===== src/rtl/l0_sram_loader.sv =====
// Activation SRAM to l0 row FIFO loader.
// Streams N consecutive vectors through a 2-entry skid buffer under l0 back-pressure.
module l0_sram_loader #(
    parameter int bw     = 4,
    parameter int col    = 8,
    parameter int addr_w = 11
) (
    input  logic                clk,
    input  logic                reset,
    input  logic                i_start,
    input  logic [addr_w-1:0]   i_base_addr,
    input  logic [addr_w:0]     i_num_vec,
    output logic                o_sram_ren,
    output logic [addr_w-1:0]   o_sram_addr,
    input  logic [bw*col-1:0]   i_sram_q,
    output logic                o_l0_wr,
    output logic [bw*col-1:0]   o_l0_in,
    input  logic                i_l0_ready,
    output logic                o_busy,
    output logic                o_done
);

    localparam int dw = bw * col;

    typedef enum logic [1:0] {IDLE, RUN, DONE} state_t;

    state_t            state, state_n;
    logic [addr_w-1:0] base;
    logic [addr_w:0]   count;
    logic [addr_w:0]   issued;
    logic [addr_w:0]   written;
    logic [addr_w:0]   written_n;
    logic              inflight;
    logic [1:0]        occ;
    logic [dw-1:0]     skid0, skid1;
    logic [dw-1:0]     e0, e1;
    logic [2:0]        level;
    logic              run;
    logic              have;

    // The word arriving from SRAM this cycle acts as the buffer tail, so
    // it can be written straight through when the buffer is empty.
    always_comb begin
        run         = (state == RUN);
        have        = (occ != 2'd0) || inflight;
        e0          = (occ != 2'd0) ? skid0 : i_sram_q;
        e1          = (occ == 2'd2) ? skid1 : i_sram_q;
        o_l0_wr     = run && have && i_l0_ready;
        o_l0_in     = (run && have) ? e0 : '0;
        level       = {1'b0, occ} + {2'b0, inflight} - {2'b0, o_l0_wr};
        o_sram_ren  = run && (issued < count) && (level < 3'd2);
        o_sram_addr = run ? base + issued[addr_w-1:0] : '0;
        o_busy      = (state != IDLE);
        o_done      = (state == DONE);
        written_n   = written + {{addr_w{1'b0}}, o_l0_wr};
    end

    always_comb begin
        state_n = state;
        unique case (state)
            IDLE: begin
                if (i_start)
                    state_n = (i_num_vec == '0) ? DONE : RUN;
            end
            RUN: begin
                if (written_n == count)
                    state_n = DONE;
            end
            DONE:    state_n = IDLE;
            default: state_n = IDLE;
        endcase
    end

    always_ff @(posedge clk or posedge reset) begin
        if (reset) begin
            state    <= IDLE;
            base     <= '0;
            count    <= '0;
            issued   <= '0;
            written  <= '0;
            inflight <= 1'b0;
            occ      <= 2'd0;
            skid0    <= '0;
            skid1    <= '0;
        end else begin
            state    <= state_n;
            inflight <= o_sram_ren;
            occ      <= level[1:0];
            skid0    <= o_l0_wr ? e1 : e0;
            skid1    <= e1;
            if (state == IDLE && i_start) begin
                base    <= i_base_addr;
                count   <= i_num_vec;
                issued  <= '0;
                written <= '0;
            end else begin
                if (o_sram_ren)
                    issued <= issued + 1'b1;
                written <= written_n;
            end
        end
    end

endmodule


===== config.mk =====
export PLATFORM = sky130hd
export DESIGN_NAME = l0_sram_loader
export DESIGN_NICKNAME = d
export VERILOG_FILES = /design/src/rtl/l0_sram_loader.sv
export SDC_FILE = /design/constraint.sdc
export NUM_CORES = 1
export LEC_CHECK = 0
export BUFFER_PORTS_ARGS = -buffer_cell sky130_fd_sc_hd__buf_2
export CAP_MARGIN = 25
export CORE_ASPECT_RATIO = 1.5
export CORE_MARGIN = 1.5
export CORE_UTILIZATION = 40
export CTS_CLUSTER_DIAMETER = 60
export DETAILED_ROUTE_END_ITERATION = 7
export GPL_TIMING_DRIVEN = 0
export SYNTH_ARGS = -nofsm -noshare
export SYNTH_HDL_FRONTEND = slang
export SYNTH_SLANG_ARGS = --single-unit

===== constraint.sdc =====
create_clock -name clk -period 5.3 [get_ports clk]
set_input_delay 0.53 -clock clk [delete_from_list [all_inputs] [get_ports clk]]
set_output_delay 0.53 -clock clk [all_outputs]
set_load 0.01 [all_outputs]

# Word-level counts from Yosys, hierarchy flattened
# Index checks and enable logic that the tools add are counted.
# word_totals
ff_bits,116
latchBits,0
mem_bits_rw,0
romBits,0
input_bits,59
output_inout_bits,47
elab_cells,46
n_memories,0
# classes
add_sub_neg,5
multipliers,0
div_mod_pow,0
n_lt_le_gt_ge,2
eq_ne,6
shifts,0
n_mux,12
bitwise,0
reduce_logical,12
# ops
operator,count
$mux 32,4
$mux 12,3
$add 12x1->12,1
$add 12x1->12 const B,1
$eq 12x12->1,1
$logic_not 12->1,1
$lt 12x12->1,1
$add 11x11->11,1
$mux 11,1
$mux 2,3
$reduce_bool 2->1,3
$logic_and 1x1->1,5
$eq 2x2->1 const B,2
$pmux 2 s2,1
$add 2x1->3,1
$lt 3x2->1 const B,1
$sub 3x1->3,1
$eq 2x1->1 const B,1
$logic_not 2->1,1
$ne 2x1->1 const B,1
$ne 2x2->1 const B,1
$reduce_and 2->1,1
$logic_or 1x1->1,1

# Logic depth before layout (Yosys ltp)
# Gate-level depths: netlist of run 1.
# logic_depth
depth_word,9
ltp_mapped,18
ltp_nobuf,15

# Least setup slack after synthesis of run 1
# Ideal clock, no wire load.
# synth_timing
kind,reg-to-reg
startpoint,reg occ[1]
endpoint,reg issued[3]
setup_ps,78
arrival_time_ps,4139
t_required_ps,5222
setup_slack_ps,1083
path_stages_with_launch,17
path_buffers,3
synth_period_minus_slack_ps,4217
cell_sequence,dfrtp_1 > o31ai_1 > inv_1 > nand2_1 > clkbuf_1 > clkbuf_1 > inv_1 > ha_1 > inv_1 > ha_1 > fa_1 > or4_1 > a21oi_2 > nand3_2 > buf_2 > or3_1 > a21oi_1
# synth_between
elab_chain_cells,8
word_cells_on_any_way,9
cone_classes,2 x add/sub; 1 x order compare; 6 x reduce/logical
# synth_lines
element,line,source
"start, declared",34,logic [1:0] occ;
"start signal, assigned",88,occ <= level[1:0];
$reduce_bool 2->1,45,have = (occ != 2'd0) || inflight;
$logic_or 1x1->1,45,
$logic_and 1x1->1 (2 in a row),48,o_l0_wr = run && have && i_l0_ready;
via o_l0_wr,16,"output logic o_l0_wr,"
$sub 3x1->3,50,"level = {1'b0, occ} + {2'b0, inflight} - {2'b0, o_l0_wr};"
via level[1],37,logic [2:0] level;
$lt 3x2->1,51,o_sram_ren = run && (issued < count) && (level < 3'd2);
$logic_and 1x1->1,51,
$reduce_bool 2->1 (no source line),--,
"end signal, assigned",98,issued <= issued + 1'b1;
"end, declared",30,logic [addr_w:0] issued;
# The timed path passes the listed nets, and every way through them passes these cells.
# A chain may end at the register's enable or synchronous reset.

# Worst setup path in the final report of run 1
# layout_timing
startpoint,reg occ[0]
endpoint,out o_sram_ren
# layout_between
elab_chain_cells,7
word_cells_on_any_way,8
cone_classes,2 x add/sub; 1 x order compare; 5 x reduce/logical
# layout_lines
element,line,source
$reduce_bool 2->1,45,
$logic_or 1x1->1,45,
$logic_and 1x1->1 (2 in a row),48,
$sub 3x1->3 (*),50,
via level[1],37,
$lt 3x2->1 (*),51,
$logic_and 1x1->1 (*),51,
"end, declared",13,"output logic o_sram_ren,"
# The timed path passes the listed nets; every way through them passes the cells marked *.

==> results.sh, run 1 <==
export IMPL_outcome="completed"
export IMPL_totalWireLength_um=15300
export IMPL_synth_edf_count=0
export IMPL_synth_most_common_cell="dfrtp_1"
export IMPL_tritoncts="yes"
export IMPL_synthesis_instances=629
export IMPL_grt_antenna_before_repair=0
export IMPL_worst_slew_pin_transition_ps=808
export IMPL_mapped_cell_area_mm2=0.00614
export IMPL_die_y_um=155
export IMPL_core_mm2=0.0151
export IMPL_synth_top_area_share_pct=47.3
export IMPL_cts_repair_timing_setup_buffer_count=0
export IMPL_grt_use_total_pct=19.9
export IMPL_timing_hold_violations_final=0
export IMPL_htreeDepth=4
export IMPL_die_w_um=104
export IMPL_power_switching_share_pct=39.2
export IMPL_route_detailed_drc=0
export IMPL_grt_pass1_vias=4982
export IMPL_dieArea_mm2=0.0161
export IMPL_via_count=4997
export IMPL_avgSynthCellArea_um2=9.77
export IMPL_area_growth_syn_to_layout_pct=23.8
export IMPL_post_layout_net_count=841
export IMPL_leakagePower_uw=0.00350
export IMPL_ys_top_cells_by_area="dfrtp_1 47%, mux2_2 5.9%, nor2_1 5.7%"
export IMPL_final_period_minus_worst_setup_slack_ps=4900
export IMPL_max_slew_margin_rel_pct=46.1
export IMPL_timing_critical_path_cells="o31ai_4 -> inv_1 -> nand2_1 -> clkbuf_1 -> clkbuf_2 -> inv_1 -> ha_1 -> inv_1 -> ha_1 -> fa_1 -> or4_1 -> a21oi_2 -> nand2_1 -> inv_1 -> buf_2"
export IMPL_yosysSeqAreaShare_pct=47.3
export IMPL_worst_endpoint_arrival_ps=4370
export IMPL_power_net_switching_uw=1930
export IMPL_vias_per_cell=5.17
export IMPL_gp_routability_congestion=0.815
export IMPL_grt_max_degree=85
export IMPL_rows=55
export IMPL_setup_total_negative_slack_ps=0
export IMPL_yosys_top_cells_count="116 x dfrtp_1, 93 x nor2_1, 66 x nand2_1"
export IMPL_ant_nets=0
export IMPL_num_io_pins=106
export IMPL_global_route_wire_length_before_repair_um=25400
export IMPL_power_frac_comb_pct=46.0
export IMPL_finalHoldWorstSlack_ps=92.3
export IMPL_async_reset_ff_share_pct=100
export IMPL_powerDensity_mw_per_mm2=648
export IMPL_clock_latency_on_the_worst_skew_pair_ps=410
export IMPL_instances_no_fill=966
export IMPL_tritoncts_buffers=17
export IMPL_p_int_uw=3000
export IMPL_grt_overflow=0
export IMPL_critical_path_top_cell_by_count="inv_1"
export IMPL_setup_repair_after_global_routing_missed_its_margin="no"
export IMPL_timing_final_max_slew_violations=0
export IMPL_yosysWarningCount=0
export IMPL_share_clk_of_total_power_pct=25.0
export IMPL_crit_path_max_fanout=10
export IMPL_crit_type="reg -> out"
export IMPL_numPortBuffers=105
export IMPL_crit_path_max_incr_delay_ps=540
export IMPL_setup_viol=0
export IMPL_worst_setup_hold_path_clk_slew_ps=60
export IMPL_timing_critical_path_slowest_stage_cell="or4_1"
export IMPL_max_cap_viol_count=0
export IMPL_fin_crit_sh_pct=92.4
export IMPL_timing_hold_worst_class="in -> async"
export IMPL_critical_path_startpoint_type="flop"
export IMPL_layout_drive_gt1_share_pct=23.6
export IMPL_achievable_frequency_mhz=204
export IMPL_endpoint_kind="output port"
export IMPL_synth_top_flop_cell="dfrtp_1"
export IMPL_synth_seq_cells=116
export IMPL_p_seq_share_pct=29.0
export IMPL_final_util_pct=50.5
export IMPL_synth_cell_type_count=53
export IMPL_clock_skew_ps=8.01
export IMPL_worst_path_buf_inv=7
export IMPL_placed_cells=934
export IMPL_initial_utilization_pct=40.8
export IMPL_worst_endpoint_required_ps=4770
export IMPL_detail_route_iter0_violations=184
export IMPL_root_buffer="clkbuf_16"
export IMPL_crit_family="buffers and inverters"
export IMPL_cts_sinks=116
export IMPL_detail_route_first_pass_iterations=4
export IMPL_num_fill_cells=1423
export IMPL_antennaDiodeCount=0
export IMPL_clk_path_buf_depth=2
export IMPL_synth_fp_nets=716
export IMPL_place_hpwl_um=11300
export IMPL_wire_per_inst_um=15.8
export IMPL_vdd_ir_drop_max_mv=0.253
export IMPL_synth_largest_area_cell="dfrtp_1"
cell usage in the layout (no fill, tap or decap), types with 3 or more instances in the layout:
cell type,netlist,routed
or2_2,3,3
nor2b_1,5,4
o211ai_1,3,3
xor2_1,13,13
xnor2_1,11,11
nand3_1,12,12
o21ai_1,5,5
a21oi_1,53,53
clkbuf_1,26,25
ha_1,26,26
xnor3_1,3,3
and4_1,3,3
o31ai_1,6,5
or3_1,8,8
clkinv_4,0,5
bufinv_16,0,4
buf_2,1,106
mux2i_1,33,33
o21ai_0,19,19
inv_1,27,26
nand4_1,9,9
clkbuf_16,0,17
nor4_1,7,7
or4_1,7,7
inv_6,0,3
nand2b_1,3,3
nor2_1,93,93
mux2_2,32,32
dfrtp_1,116,116
nand2_1,66,66
nor3_1,6,6
final cells by class:
cell class | instances | area, um^2 | share of cell area, %
clock inverter | 14 | 201 | 2.65
inverter | 27 | 106 | 1.40
tap | 199 | 249 | 3.27
multi-input combinational | 457 | 3050 | 40.0
clock buffer | 18 | 439 | 5.77
sequential | 116 | 2900 | 38.2
timing repair buffer | 106 | 553 | 7.27
buffer | 29 | 111 | 1.46
per-layer routing:
layer  part of all wire, %  track usage, %  wire, um  up-vias
li1                      -               -         -     2446
met1                    40            22.5      6090     2415
met2                    55            37.5      8350      122
met3                   4.3            3.92       658       14
met4                   1.1            6.35       174        0
met5                     0               0         0        -
per-stage QoR:
stage          total power, uW  setup slack (ps)  area, um^2
2_1_floorplan             2960              1080        6140
3_3_place_gp              3650               263        6920
3_5_place_dp              3720               231        6950
4_1_cts                   4990              35.4        7600
5_1_grt                   5310              78.0        7610
6_report                  4930               401        7610
cells by family after synthesis:
group                    synth area share [%]
AO/OA/AOI/OAI                            10.5
flip-flops                               47.3
buffers and inverters                    3.44
AND/OR/NAND/NOR                          16.7
multiplexers                             11.6
adder cells (fa/ha/maj)                  5.95
XOR/XNOR                                 4.52
registers in the layout (all words and copies together) (netlist names):
name / flops
skid0: 32
skid1: 32
count: 12
issued: 12
written: 12
base: 11
occ: 2
state: 2
inflight: 1
worst reg2reg max path, delay by kind of cell, from the launching register on:
| family | cells | cell delay (ps) |
|---|---|---|
| flops | 1 | 430 |
| fa+ha+maj | 3 | 960 |
| compound gates | 3 | 760 |
| buf+inv | 6 | 1180 |
| simple gates | 4 | 1170 |
power groups by stage:
stage	Combinational, uW	Clock (uW)	Sequential, uW
2_1_floorplan	1590	0	1380
3_3_place_gp	2230	0	1420
3_5_place_dp	2280	0	1440
4_1_cts	2290	1260	1430
5_1_grt	2540	1300	1470
6_report	2270	1240	1430
repair_timing:
| item | 4_1_cts | 5_1_grt |
|---|---|---|
| pin swaps | 0 | 0 |
| resized for setup | 1 | 4 |
| setup endpoints to repair | 1 | 1 |
| hold endpoints to repair | 0 | 0 |
| hold buffers | 0 | 0 |
path summary, 6_finish.rpt:
| path | from | to | slack (ps) | cells after the start |
|---|---|---|---|---|
| worst max-delay path | occ[0] | o_sram_ren | 400 | 15 |
| worst min-delay path | reset | skid1[20] | 90 | 2 |
| worst max register to register | occ[0] | issued[4] | 750 | 16 |
| worst min register to register | base[0] | base[0] | 480 | 2 |
| max in group asynchronous | reset | issued[3] | 4480 | 3 |
| min in group clk | i_base_addr[7] | base[7] | 310 | 3 |
No activity file was read; power rests on OpenSTA's default activity.
==> run 2: changes to the inputs <==
--- a/config.mk
+++ b/config.mk
@@ -7,12 +7,15 @@
 export LEC_CHECK = 0
 export BUFFER_PORTS_ARGS = -buffer_cell sky130_fd_sc_hd__buf_2
 export CAP_MARGIN = 25
+export CELL_PAD_IN_SITES_DETAIL_PLACEMENT = 0
+export CELL_PAD_IN_SITES_GLOBAL_PLACEMENT = 1
 export CORE_ASPECT_RATIO = 1.5
 export CORE_MARGIN = 1.5
 export CORE_UTILIZATION = 40
 export CTS_CLUSTER_DIAMETER = 60
 export DETAILED_ROUTE_END_ITERATION = 7
 export GPL_TIMING_DRIVEN = 0
+export PLACE_DENSITY_LB_ADDON = 0.1
 export SYNTH_ARGS = -nofsm -noshare
 export SYNTH_HDL_FRONTEND = slang
 export SYNTH_SLANG_ARGS = --single-unit
==> run 2 against run 1 <==
First-iteration DRC count up 4.3%. Setup slack lost 21 ps. Worst hold slack better by 87 ps. Clock power decreased by 8%. Non-clock buffer count unchanged. Die area stayed put. Sequential power about the same. Cell count stayed put. Routed wire length rose by 2.1%. Critical path type unchanged. Critical endpoint unchanged.
==> results.sh, run 2 (synthesis gave the netlist of run 1 again) <==
export IMPL_most_common_layout_cells="116 x dfrtp_1, 106 x buf_2, 93 x nor2_1, 66 x nand2_1, 53 x a21oi_1"
export IMPL_timing_critical_path_cells="o31ai_4 -> inv_1 -> nand2_1 -> clkbuf_1 -> clkbuf_2 -> inv_1 -> ha_1 -> inv_1 -> ha_1 -> fa_1 -> or4_1 -> a21oi_2 -> nand2_1 -> inv_1 -> buf_2"
export IMPL_tritoncts="yes"
export IMPL_max_cap_viol_count=0
export IMPL_via_count=5025
export IMPL_timing_hold_violations_final=0
export IMPL_route_detailed_drc=0
export IMPL_global_route_wire_length_before_repair_um=25800
export IMPL_clock_latency_on_the_worst_skew_pair_ps=410
export IMPL_finalHoldWorstSlack_ps=179
export IMPL_core_mm2=0.0151
export IMPL_num_io_pins=106
export IMPL_htreeDepth=4
export IMPL_timing_critical_path_slowest_stage_cell="or4_1"
export IMPL_worst_endpoint_arrival_ps=4390
export IMPL_cts_repair_timing_setup_buffer_count=0
export IMPL_die_w_um=104
export IMPL_grt_max_degree=63
export IMPL_clk_path_buf_depth=2
export IMPL_global_route_peak_usage_layer="met2"
export IMPL_totalWireLength_um=15600
export IMPL_area_growth_syn_to_layout_pct=23.1
export IMPL_grt_overflow=0
export IMPL_instances_no_fill=966
export IMPL_detail_route_iter0_violations=192
export IMPL_endpoint_kind="output port"
export IMPL_gp_routability_congestion=0.818
export IMPL_rows=55
export IMPL_placed_cells=934
export IMPL_critical_path_top_cell_by_count="inv_1"
export IMPL_dieArea_mm2=0.0161
export IMPL_layout_drive_gt1_share_pct=23.6
export IMPL_crit_path_max_fanout=10
export IMPL_place_hpwl_um=11400
export IMPL_crit_path_max_incr_delay_ps=540
export IMPL_max_slew_margin_rel_pct=45.3
export IMPL_cts_sinks=116
export IMPL_detail_route_first_pass_iterations=4
export IMPL_grt_antenna_before_repair=0
export IMPL_powerDensity_mw_per_mm2=640
export IMPL_numPortBuffers=105
export IMPL_groute_layer_met1_usage_pct=23.3
export IMPL_setup_total_negative_slack_ps=0
export IMPL_vias_per_cell=5.20
export IMPL_setup_viol=0
export IMPL_post_layout_net_count=841
export IMPL_worst_slew_pin_transition_ps=821
export IMPL_timing_hold_worst_class="in -> async"
export IMPL_most_frequent_standard_cell_in_the_layout_excluding_fill_and_tap_cells="dfrtp_1"
export IMPL_vdd_ir_drop_max_mv=0.240
export IMPL_layout_top_registers="skid0: 32 flops, skid1: 32 flops"
export IMPL_final_period_minus_worst_setup_slack_ps=4920
export IMPL_fin_crit_sh_pct=92.8
export IMPL_num_fill_cells=1410
export IMPL_ant_nets=0
export IMPL_root_buffer="clkbuf_16"
export IMPL_gr_usage_met2_pct=37.7
export IMPL_grt_pass1_vias=5117
export IMPL_worst_endpoint_required_ps=4770
export IMPL_clock_skew_ps=13.5
export IMPL_crit_type="reg -> out"
export IMPL_grt_met3_usage_pct=4.21
export IMPL_grt_use_total_pct=20.3
export IMPL_tritoncts_buffers=17
export IMPL_antennaDiodeCount=0
export IMPL_initial_utilization_pct=40.8
export IMPL_setup_repair_after_global_routing_missed_its_margin="no"
export IMPL_leakagePower_uw=0.00348
export IMPL_worst_path_buf_inv=7
export IMPL_crit_family="buffers and inverters"
export IMPL_critical_path_startpoint_type="flop"
export IMPL_total_power_uw=4840
export IMPL_die_y_um=155
export IMPL_worst_setup_hold_path_clk_slew_ps=60
export IMPL_outcome="completed"
export IMPL_timing_final_max_slew_violations=0
export IMPL_achievable_frequency_mhz=203
export IMPL_wire_per_inst_um=16.1
run 2: power breakdown:
part / switching [uW] / internal (uW) / leakage [uW]
registers: 188 / 1240 / 0.00140
logic: 1320 / 956 / 0.00180
clock network: 432 / 708 / 0.000283
total: 1940 / 2900 / 0.00348
run 2: final timing paths:
check                           cells after the start  slack, ps         end      startpoint
worst max-delay path                               15        380  o_sram_ren          occ[0]
worst min-delay path                                2        180  written[8]           reset
worst max register to register                     16        710   issued[4]          occ[0]
worst min register to register                      2        490     base[6]         base[6]
max in group asynchronous                           3       4410   skid1[10]           reset
min in group clk                                    3        300     base[5]  i_base_addr[5]
run 2: through the flow:
step | setup slack [ps] | instance area, um^2 | util [%]
after CTS | 165 | 7550 | 50.1
after global placement | 144 | 6920 | 45.9
final | 380 | 7560 | 50.2
after detailed placement | 67.8 | 6950 | 46.1
after global routing | 26.3 | 7560 | 50.2
after floorplan | 1080 | 6140 | -
run 2: repair_timing:
action                                 in CTS  in global routing
endpoints found under the hold margin       0                  0
resized for setup                           2                  2
gates cloned                                0                  0
hold buffers                                0                  0
setup endpoints to repair                   1                  1
run 2: final cells by class:
cell class,instances,area [um^2],area share (%)
clock buffer,18,439,5.81
inverter,27,106,1.41
sequential,116,2900,38.4
buffer,29,111,1.47
clock inverter,14,154,2.04
tap,199,249,3.29
multi-input combinational,457,3050,40.3
timing repair buffer,106,553,7.31
run 2: per-layer routing:
metal  vias to the layer above  wire (um)
met5                         -          0
met4                         0        192
met3                        18        538
met2                       112       8450
met1                      2453       6410
li1                       2442          -
==> run 3: changes to the inputs <==
--- a/config.mk
+++ b/config.mk
@@ -11,7 +11,7 @@
 export CELL_PAD_IN_SITES_GLOBAL_PLACEMENT = 1
 export CORE_ASPECT_RATIO = 1.5
 export CORE_MARGIN = 1.5
-export CORE_UTILIZATION = 40
+export CORE_UTILIZATION = 39
 export CTS_CLUSTER_DIAMETER = 60
 export DETAILED_ROUTE_END_ITERATION = 7
 export GPL_TIMING_DRIVEN = 0
==> constraint.sdc (replaced) <==
create_clock -name clk -period 4.4 [get_ports clk]
set_input_delay 0.44 -clock clk [delete_from_list [all_inputs] [get_ports clk]]
set_output_delay 0.44 -clock clk [all_outputs]
set_load 0.01 [all_outputs]
==> run 3 against run 2 <==
Clock skew is 3.2 ps lower. Cell count is 1.1% higher. Sequential share of layout area is 0.40 points lower. Non-clock buffer count is 7 higher. Setup slack worse by 100 ps. Via count is 0.34% lower. Clock power is 19% higher. Global-route usage is 0.47 points lower. Critical path depth is 1 lower. Routed wire length is 0.41% higher. Worst hold slack better by 37 ps. Critical path type unchanged.
==> results.sh, run 3 (synthesis gave the netlist of run 1 again) <==
export IMPL_core_mm2=0.0156
export IMPL_num_io_pins=106
export IMPL_layout_drive_gt1_share_pct=24.5
export IMPL_critical_path_startpoint_type="flop"
export IMPL_max_cap_viol_count=0
export IMPL_root_buffer="clkbuf_16"
export IMPL_grt_pass1_vias=5104
export IMPL_die_y_um=157
export IMPL_detail_route_first_pass_iterations=5
export IMPL_finalWorstSetupSlack_ps=277
export IMPL_grt_overflow=0
export IMPL_layout_top_registers="skid0: 32 flops, skid1: 32 flops"
export IMPL_vdd_ir_drop_max_mv=0.283
export IMPL_timing_hold_violations_final=0
export IMPL_leakagePower_uw=0.00352
export IMPL_cts_sinks=116
export IMPL_setup_repair_after_global_routing_missed_its_margin="no"
export IMPL_fin_crit_sh_pct=93.7
export IMPL_powerDensity_mw_per_mm2=770
export IMPL_route_detailed_drc=0
export IMPL_rows=56
export IMPL_via_count=5008
export IMPL_total_power_uw=5880
export IMPL_timing_hold_worst_class="in -> reg"
export IMPL_detail_route_iter0_violations=218
export IMPL_wire_per_inst_um=16.0
export IMPL_max_slew_margin_rel_pct=46.6
export IMPL_outcome="completed"
export IMPL_dpl_worst_slack_ps=-766
export IMPL_dieArea_mm2=0.0165
export IMPL_worst_slew_pin_transition_ps=802
export IMPL_ant_nets=0
export IMPL_setup_viol=0
export IMPL_gp_routability_congestion=0.788
export IMPL_tritoncts_buffers=17
export IMPL_post_layout_net_count=848
export IMPL_tritoncts="yes"
export IMPL_most_common_layout_cells="116 x dfrtp_1, 106 x buf_2, 93 x nor2_1, 65 x nand2_1, 53 x a21oi_1"
export IMPL_crit_type="reg -> out"
export IMPL_achievable_frequency_mhz=243
export IMPL_antennaDiodeCount=0
export IMPL_htreeDepth=4
export IMPL_timing_final_max_slew_violations=0
export IMPL_final_period_minus_worst_setup_slack_ps=4120
export IMPL_grt_antenna_before_repair=0
export IMPL_endpoint_kind="output port"
export IMPL_grt_max_degree=92
export IMPL_place_hpwl_um=11600
export IMPL_initial_utilization_pct=39.5
export IMPL_vias_per_cell=5.13
export IMPL_worst_setup_hold_path_clk_slew_ps=60
export IMPL_clock_latency_on_the_worst_skew_pair_ps=410
export IMPL_numPortBuffers=105
export IMPL_grt_use_total_pct=19.8
export IMPL_totalWireLength_um=15700
export IMPL_worst_endpoint_arrival_ps=3680
export IMPL_area_growth_syn_to_layout_pct=24.4
export IMPL_clock_skew_ps=10.3
export IMPL_most_frequent_standard_cell_in_the_layout_excluding_fill_and_tap_cells="dfrtp_1"
export IMPL_crit_path_max_fanout=10
export IMPL_worst_endpoint_required_ps=3960
export IMPL_die_w_um=105
export IMPL_clk_path_buf_depth=2
export IMPL_global_route_wire_length_before_repair_um=25400
## run 3: per-layer routing
| layer | GRT usage [%] | share of wire [%] | vias to the layer above |
|---|---|---|---|
| li1 | - | - | 2452 |
| met1 | 22.0 | 41 | 2425 |
| met2 | 37.8 | 55 | 114 |
| met3 | 3.29 | 3.3 | 17 |
| met4 | 6.98 | 1.5 | 0 |
| met5 | 0 | 0 | - |
## run 3: final timing paths
| check | start | slack [ps] | endpoint | cells past startpoint |
|---|---|---|---|---|
| setup reg to reg | occ[1] | 460 | issued[3] | 16 |
| setup / recovery | occ[1] | 280 | o_sram_ren | 14 |
| hold reg to reg | base[5] | 490 | base[5] | 2 |
| max in group asynchronous | reset | 3100 | skid1[14] | 4 |
| hold / removal | i_base_addr[6] | 220 | base[6] | 3 |
| min in group asynchronous | reset | 540 | skid0[17] | 3 |
## run 3: critical path: stages, from the launching register on
cell and delay (ps):
dfrtp_1 430, o31ai_4 290, inv_1 110, nand2_4 130
clkbuf_8 190, clkinvlp_4 90, ha_1 260, inv_1 40
ha_1 180, fa_1 460, or4_1 530, a21oi_2 150
nand2_1 130, inv_1 120, buf_2 140
## run 3: final cells by class
| cell class | count | area [um^2] |
|---|---|---|
| tap | 203 | 254 |
| clock inverter | 14 | 145 |
| sequential | 116 | 2900 |
| multi-input combinational | 457 | 3060 |
| timing repair buffer | 114 | 616 |
| buffer | 28 | 116 |
| clock buffer | 18 | 439 |
| fill | 1528 | 7910 |
| inverter | 27 | 110 |
## run 3: power breakdown
group	total [uW]	switching, uW	internal [uW]
registers	1720	226	1490
clock network	1360	550	810
logic	2810	1600	1200
## run 3: metrics by stage
| step | cell area, um^2 | hold slack [ps] | TNS, ps | cells | utilization, % |
|---|---|---|---|---|---|
| 4_1_cts | 7600 | 201 | 0 | 972 | 48.9 |
| 3_3_place_gp | 6920 | 469 | -71330 | 937 | 44.5 |
| 5_1_grt | 7640 | 216 | 0 | 977 | 49.1 |
| 2_1_floorplan | 6140 | 452 | 0 | 629 | - |
| 6_report | 7640 | 216 | 0 | 977 | 49.1 |
| 3_5_place_dp | 6960 | 420 | -7500 | 938 | 44.7 |
## run 3: timing repair
item	in CTS	in global routing
resized for setup	10	0
endpoints found under the setup margin	14	1
buffers inserted	2	5
pin swaps	1	1
gates cloned	0	0
hold endpoints to repair	25	0
hold buffers	1	0
